===== config.mk =====
export PLATFORM = sky130hd
export DESIGN_NAME = fetch_queue_unit_flat
export DESIGN_NICKNAME = d
export VERILOG_FILES = /design/src/rtl/fetch_queue_if.sv /design/src/rtl/fetch_queue_unit.sv /design/src/flat_wrapper.sv
export SDC_FILE = /design/constraint.sdc
export NUM_CORES = 1
export LEC_CHECK = 0
export CORE_MARGIN = 2
export CORE_UTILIZATION = 30
export CTS_BUF_LIST = sky130_fd_sc_hd__clkbuf_8
export DETAILED_ROUTE_END_ITERATION = 8
export PLACE_DENSITY = 0.6
export SYNTH_ARGS = -nofsm -noshare
export SYNTH_HDL_FRONTEND = slang
export SYNTH_SLANG_ARGS = --single-unit

===== constraint.sdc =====
create_clock -name i_clk -period 9.2 [get_ports i_clk]
set_clock_uncertainty 0.2 [all_clocks]
set_input_delay 1.84 -clock i_clk [delete_from_list [all_inputs] [get_ports i_clk]]
set_output_delay 1.84 -clock i_clk [all_outputs]
set_load 0.05 [all_outputs]

===== src/rtl/fetch_queue_if.sv =====
// Fetch-stage bus: instruction-memory read port, redirect request and the
// valid/ready head-of-queue interface toward decode.
interface fetch_queue_if #(
    parameter int XLEN  = 32,
    parameter int DEPTH = 2
);
    localparam int CW = $clog2(DEPTH) + 1;

    logic [XLEN-1:0] o_imem_raddr;
    logic            o_imem_ren;
    logic [XLEN-1:0] i_imem_rdata;
    logic            i_redirect;
    logic [XLEN-1:0] i_redirect_addr;
    logic            o_valid;
    logic            i_ready;
    logic [XLEN-1:0] o_instr;
    logic [XLEN-1:0] o_pc;
    logic [XLEN-1:0] o_pc_plus4;
    logic            o_misaligned;
    logic [CW-1:0]   o_count;

    modport master (
        output o_imem_raddr, o_imem_ren, o_valid, o_instr, o_pc,
               o_pc_plus4, o_misaligned, o_count,
        input  i_imem_rdata, i_redirect, i_redirect_addr, i_ready
    );

    modport slave (
        input  o_imem_raddr, o_imem_ren, o_valid, o_instr, o_pc,
               o_pc_plus4, o_misaligned, o_count,
        output i_imem_rdata, i_redirect, i_redirect_addr, i_ready
    );
endinterface


===== src/rtl/fetch_queue_unit.sv =====
// Instruction fetch stage: PC register with sequential increment and redirect,
// feeding a DEPTH-entry queue of {pc, pc+4, instr, misaligned} toward decode.
module fetch_queue_unit #(
    parameter int              XLEN       = 32,
    parameter int              DEPTH      = 2,
    parameter logic [XLEN-1:0] RESET_ADDR = {XLEN{1'b0}}
) (
    input  logic          i_clk,
    input  logic          i_rst,
    fetch_queue_if.master bus
);
    localparam int PW = $clog2(DEPTH);
    localparam int CW = $clog2(DEPTH) + 1;

    localparam logic [PW-1:0]   PTR_ZERO_C = {PW{1'b0}};
    localparam logic [PW-1:0]   PTR_ONE_C  = PW'(1'b1);
    localparam logic [CW-1:0]   CNT_ZERO_C = {CW{1'b0}};
    localparam logic [CW-1:0]   CNT_ONE_C  = CW'(1'b1);
    localparam logic [CW-1:0]   DEPTH_C    = CW'(DEPTH);
    localparam logic [XLEN-1:0] FOUR_C     = XLEN'(3'd4);

    logic [XLEN-1:0] pc_r;
    logic [PW-1:0]   rd_ptr_r;
    logic [PW-1:0]   wr_ptr_r;
    logic [CW-1:0]   count_r;

    logic [XLEN-1:0] pc_mem_r    [DEPTH];
    logic [XLEN-1:0] pc4_mem_r   [DEPTH];
    logic [XLEN-1:0] instr_mem_r [DEPTH];
    logic            mis_mem_r   [DEPTH];

    logic            valid_s;
    logic            pop_s;
    logic            push_s;
    logic [XLEN-1:0] pc_plus4_s;
    logic [CW-1:0]   count_next_s;

    // Handshake decode: redirect blocks both push and pop; a full queue only
    // accepts a new fetch when the head leaves in the same cycle.
    always_comb begin
        valid_s    = 1'b0;
        pop_s      = 1'b0;
        push_s     = 1'b0;
        pc_plus4_s = pc_r + FOUR_C;
        if (count_r != CNT_ZERO_C) begin
            valid_s = 1'b1;
        end else begin
            valid_s = 1'b0;
        end
        if (bus.i_redirect) begin
            pop_s  = 1'b0;
            push_s = 1'b0;
        end else begin
            pop_s  = valid_s & bus.i_ready;
            push_s = (count_r < DEPTH_C) | pop_s;
        end
    end

    // Next occupancy for a non-redirect cycle: count + push - pop.
    always_comb begin
        count_next_s = count_r;
        if (push_s && !pop_s) begin
            count_next_s = count_r + CNT_ONE_C;
        end else if (pop_s && !push_s) begin
            count_next_s = count_r - CNT_ONE_C;
        end else begin
            count_next_s = count_r;
        end
    end

    // PC, pointers and occupancy; redirect restarts the queue empty at the new PC.
    always_ff @(posedge i_clk) begin
        if (i_rst) begin
            pc_r     <= RESET_ADDR;
            rd_ptr_r <= PTR_ZERO_C;
            wr_ptr_r <= PTR_ZERO_C;
            count_r  <= CNT_ZERO_C;
        end else if (bus.i_redirect) begin
            pc_r     <= bus.i_redirect_addr;
            rd_ptr_r <= PTR_ZERO_C;
            wr_ptr_r <= PTR_ZERO_C;
            count_r  <= CNT_ZERO_C;
        end else begin
            if (push_s) begin
                pc_r     <= pc_plus4_s;
                wr_ptr_r <= wr_ptr_r + PTR_ONE_C;
            end
            if (pop_s) begin
                rd_ptr_r <= rd_ptr_r + PTR_ONE_C;
            end
            count_r <= count_next_s;
        end
    end

    // Entry storage; contents only matter where the pointers say they are valid.
    always_ff @(posedge i_clk) begin
        if (push_s && !i_rst) begin
            pc_mem_r[wr_ptr_r]    <= pc_r;
            pc4_mem_r[wr_ptr_r]   <= pc_plus4_s;
            instr_mem_r[wr_ptr_r] <= bus.i_imem_rdata;
            mis_mem_r[wr_ptr_r]   <= |pc_r[1:0];
        end
    end

    assign bus.o_imem_raddr = pc_r;
    assign bus.o_imem_ren   = push_s & ~i_rst;
    assign bus.o_valid      = valid_s;
    assign bus.o_count      = count_r;
    // Head fields come straight from stored entries, never from i_imem_rdata.
    assign bus.o_instr      = instr_mem_r[rd_ptr_r];
    assign bus.o_pc         = pc_mem_r[rd_ptr_r];
    assign bus.o_pc_plus4   = pc4_mem_r[rd_ptr_r];
    assign bus.o_misaligned = mis_mem_r[rd_ptr_r];
endmodule

===== src/flat_wrapper.sv =====
// flat-port wrapper written by rule: the top's interface ports become plain ports
module fetch_queue_unit_flat 
#(
    parameter int              XLEN       = 32,
    parameter int              DEPTH      = 2,
    parameter logic [XLEN-1:0] RESET_ADDR = {XLEN{1'b0}}
)
  (i_clk, i_rst, bus_o_imem_raddr, bus_o_imem_ren, bus_o_valid, bus_o_instr, bus_o_pc, bus_o_pc_plus4, bus_o_misaligned, bus_o_count, bus_i_imem_rdata, bus_i_redirect, bus_i_redirect_addr, bus_i_ready);
  fetch_queue_if #(.XLEN(XLEN), .DEPTH(DEPTH)) bus_i ();
  input  logic i_clk;
  input  logic i_rst;
  output wire logic [$bits(bus_i.o_imem_raddr)-1:0] bus_o_imem_raddr;
  output wire logic [$bits(bus_i.o_imem_ren)-1:0] bus_o_imem_ren;
  output wire logic [$bits(bus_i.o_valid)-1:0] bus_o_valid;
  output wire logic [$bits(bus_i.o_instr)-1:0] bus_o_instr;
  output wire logic [$bits(bus_i.o_pc)-1:0] bus_o_pc;
  output wire logic [$bits(bus_i.o_pc_plus4)-1:0] bus_o_pc_plus4;
  output wire logic [$bits(bus_i.o_misaligned)-1:0] bus_o_misaligned;
  output wire logic [$bits(bus_i.o_count)-1:0] bus_o_count;
  input wire logic [$bits(bus_i.i_imem_rdata)-1:0] bus_i_imem_rdata;
  input wire logic [$bits(bus_i.i_redirect)-1:0] bus_i_redirect;
  input wire logic [$bits(bus_i.i_redirect_addr)-1:0] bus_i_redirect_addr;
  input wire logic [$bits(bus_i.i_ready)-1:0] bus_i_ready;
  assign bus_o_imem_raddr = bus_i.o_imem_raddr;
  assign bus_o_imem_ren = bus_i.o_imem_ren;
  assign bus_o_valid = bus_i.o_valid;
  assign bus_o_instr = bus_i.o_instr;
  assign bus_o_pc = bus_i.o_pc;
  assign bus_o_pc_plus4 = bus_i.o_pc_plus4;
  assign bus_o_misaligned = bus_i.o_misaligned;
  assign bus_o_count = bus_i.o_count;
  assign bus_i.i_imem_rdata = bus_i_imem_rdata;
  assign bus_i.i_redirect = bus_i_redirect;
  assign bus_i.i_redirect_addr = bus_i_redirect_addr;
  assign bus_i.i_ready = bus_i_ready;
  fetch_queue_unit #(.XLEN(XLEN), .DEPTH(DEPTH), .RESET_ADDR(RESET_ADDR)) u_core (.i_clk(i_clk), .i_rst(i_rst), .bus(bus_i));
endmodule

==> results by group <==
Global routing
  • Largest net degree at the start of global routing: 76
  • GRT Total Usage: 0.140
  • Initial antenna violation count: 0
  • Vias in the first global route: between 6000 and 7000
  • First-pass GRT wire length: ~36000 microns
  • GR Overflow Total: 0

Cells and area
  • Non-filler instance count after layout: between 1000 and 1500
  • Share of cells above drive strength 1: 0.191
  • Area Overhead vs Synth: 32.4%
  • Final-layout fill cell count: 2976
  • # nets final: between 900 and 1000
  • Ant diodes: 0

Clock network
  • Clock H-tree levels: 2
  • Root Driver: clkbuf_8
  • CTS resizes: 0
  • Clock latency on the worst-skew pair: approximately 0.53 ns
  • Clock Sinks: approximately 230
  • TritonCTS Buffers: between 40 and 50
  • Post-CTS Setup Inserts: 0
  • # hold bufs at CTS: 0
  • Clock Tree Buf Depth: 3
  • TritonCTS clock tree: built
  • Clock transition at path regs: around 0.050 ns

Floorplanning
  • Num ports: 201
  • Core area: approximately 0.031 sq mm
  • DIE WIDTH: roughly 180 microns
  • Num rows: between 60 and 70
  • Vert. Die Dim: approximately 180 microns
  • Initial Util: 0.303
  • Die area: 0.0331 sq mm

Worst setup path
  • Startpoint types: input port
  • Data arrival time of the critical path: 4.16 ns
  • CP endpoint kind: primary output
  • CP Data Required Time: a little over 7 ns
  • WS Path Type: input port to primary output
  • Crit Path Max Fanout: 33
  • CP startpoint: i_rst
  • Launch point of the worst reg-to-reg path: u_core.bus.o_count[1]$_SDFFE_PP0P_

Synth
  • Number of synthesized register bits: 227
  • Async SR Flop Fraction: 0
  • Syn Nets: approximately 700
  • Netlist cell types: between 50 and 60
  • Primary flip-flop cell chosen by synthesis mapping: edfxtp_1
  • Mapped Area: 0.00950 sq mm
  • Syn_area_per_cell: around 15 sq um
  • Ys Warns: 0
  • Post-synth EDFFs: between 150 and 200
  • Cell count after synthesis: 633
  • Sequential-to-total area share from yosys stat: 0.679

Route
  • Post-DRT Antenna Nets: 0
  • DR vias: just over 6000
  • DRC: 0
  • Drt wl/cell: 18.7 microns
  • DR pass1 iterations: 5
  • Total Wirelength: 23900 microns
  • Vias per cell: between 4 and 5
  • Initial drt markers: 380

Timing
  • Setup Viol. Count Final: 0
  • Setup WS post-layout: 3.00 ns
  • Hold Violations, Final: 0
  • Fin crit share: 0.674
  • Post-Route Setup TNS: 0 ns
  • Min Tclk post-route: around 6.2 ns
  • Max Transition Viols Final: 0
  • Hold Slack: around 0.3 ns
  • RSZ-0062 raised after global routing: no
  • Slew HR: 0.233
  • Peak Freq: about 0.16 GHz
  • Worst-Margin Slew: about 1.2 ns

Place
  • HPWL after DPL: ~15000 microns
  • Port Buffers: 200
  • Pre-CTS setup slack: 2.98 ns
  • Final GP Congestion: roughly 0.75
  • DP Cell Count: ~1200

Min path
  • HP Start: u_core.rd_ptr_r$_SDFFE_PP0P_
  • Hold crit path type: register to register

Job
  • Max-cap viol count: 0

Power and ir drop
  • Leak pwr: roughly 4.2 nW
  • VDD IR max: around 0.09 mV
  • Pwr per Cell Area: ~190 mW/mm^2

Run status
  • Status: finished, final reports clean
[report_power, final]
group          total, W  internal [W]  switching (W)
combinational  0.000335      0.000126       0.000209
sequential      0.00120       0.00116      0.0000367
clock          0.000860      0.000447       0.000413
[metal layers]
layer | track usage | share of wire | vias to the layer above
met4 | 0.0423 | 0.021 | 0
met5 | 0 | 0 | -
li1 | - | - | 2859
met2 | 0.228 | 0.46 | 200
met1 | 0.183 | 0.45 | 2939
met3 | 0.0391 | 0.071 | 43
[final timing paths]
check / end / slack (ns) / depth (start not counted)
hold / removal: u_core.rd_ptr_r$_SDFFE_PP0P_ / 0.30 / 2
setup reg to reg: u_core.pc4_mem_r[1][16]$_DFFE_PP_ / 6.12 / 5
hold reg to reg: u_core.rd_ptr_r$_SDFFE_PP0P_ / 0.30 / 2
setup / recovery: bus_o_imem_ren / 3.00 / 5
[layout by cell type, fill, tap and decap left out, drive strengths merged, types with 2 or more instances in the layout]
cell             n
clkdlybuf4s50  200
edfxtp         190
mux2            95
clkbuf          45
nor2            42
dfxtp           37
inv             25
nand2           25
xor2            21
xnor2           18
nand3           17
a311oi          15
nand4           15
or4             11
clkinv          11
nor4             9
nor3             9
o31ai            8
buf              8
a211oi           7
or3              7
a21oi            6
o21ai            6
and2             6
and4             5
and3             4
nor2b            4
or2              3
o221ai           3
o31a             3
mux2i            2
a31oi            2
nor3b            2
ha               2
a2111oi          2
[cell families after synthesis]
logic type	after synthesis	share of synthesized area
flops	227	0.679
buf+inv	50	0.0291
compound gates	56	0.0452
xor+xnor	39	0.0360
simple gates	162	0.0938
fa+ha+maj	2	0.00263
mux	97	0.115
[sequential cells by signal, summed over array words and instances (netlist names), named ones only]
register	flops
u_core.instr_mem_r	64
u_core.pc4_mem_r	60
u_core.rd_ptr_r	1
u_core.bus.o_count	2
u_core.bus.o_imem_raddr	32
u_core.wr_ptr_r	1
u_core.mis_mem_r	2
u_core.pc_mem_r	64
[critical path, stage by stage]
cell	delay [ns]
clkdlybuf4s50_1	0.40
buf_4	0.25
or2_2	0.41
nor2_1	0.33
clkdlybuf4s50_1	0.91
[final cells by class]
| class | count | area, sq um | share of cell area |
|---|---|---|---|
| well taps | 402 | 503 | 0.0400 |
| multi-input cells | 356 | 2790 | 0.222 |
| repair buffers | 208 | 2060 | 0.164 |
| flip-flops and latches | 227 | 6450 | 0.513 |
| inverters | 9 | 33.8 | 0.00269 |
| clock buffers | 45 | 619 | 0.0493 |
| clock inverters | 28 | 113 | 0.00896 |
[through the flow]
| stage | instance area (sq um) | utilization | power (W) |
|---|---|---|---|
| after CTS | 12600 | 0.401 | 0.00243 |
| final | 12600 | 0.401 | 0.00239 |
| after global routing | 12600 | 0.401 | 0.00249 |
| after floorplan | 9500 | - | 0.00143 |
| after detailed placement | 11800 | 0.377 | 0.00156 |
| after global placement | 11800 | 0.377 | 0.00156 |
[cells in the mapped netlist (all sizes together) (3+ instances only)]
cell,count,area (sq um)
a211oi,7,52.6
a21oi,6,30.0
a311oi,15,131
and2,6,37.5
and3,4,25.0
and4,5,46.3
buf,18,123
clkbuf,23,120
dfxtp,37,741
edfxtp,190,5710
inv,9,33.8
mux2,95,1070
nand2,25,93.8
nand3,17,85.1
nand4,15,115
nor2,42,158
nor2b,4,25.0
nor3,9,50.1
nor4,9,62.6
o21ai,6,30.0
o221ai,3,26.3
o31a,3,26.3
o31ai,8,60.1
or2,3,18.8
or3,7,48.8
or4,11,86.3
xnor2,18,158
xor2,21,184
(Power assumes the default switching activity.)
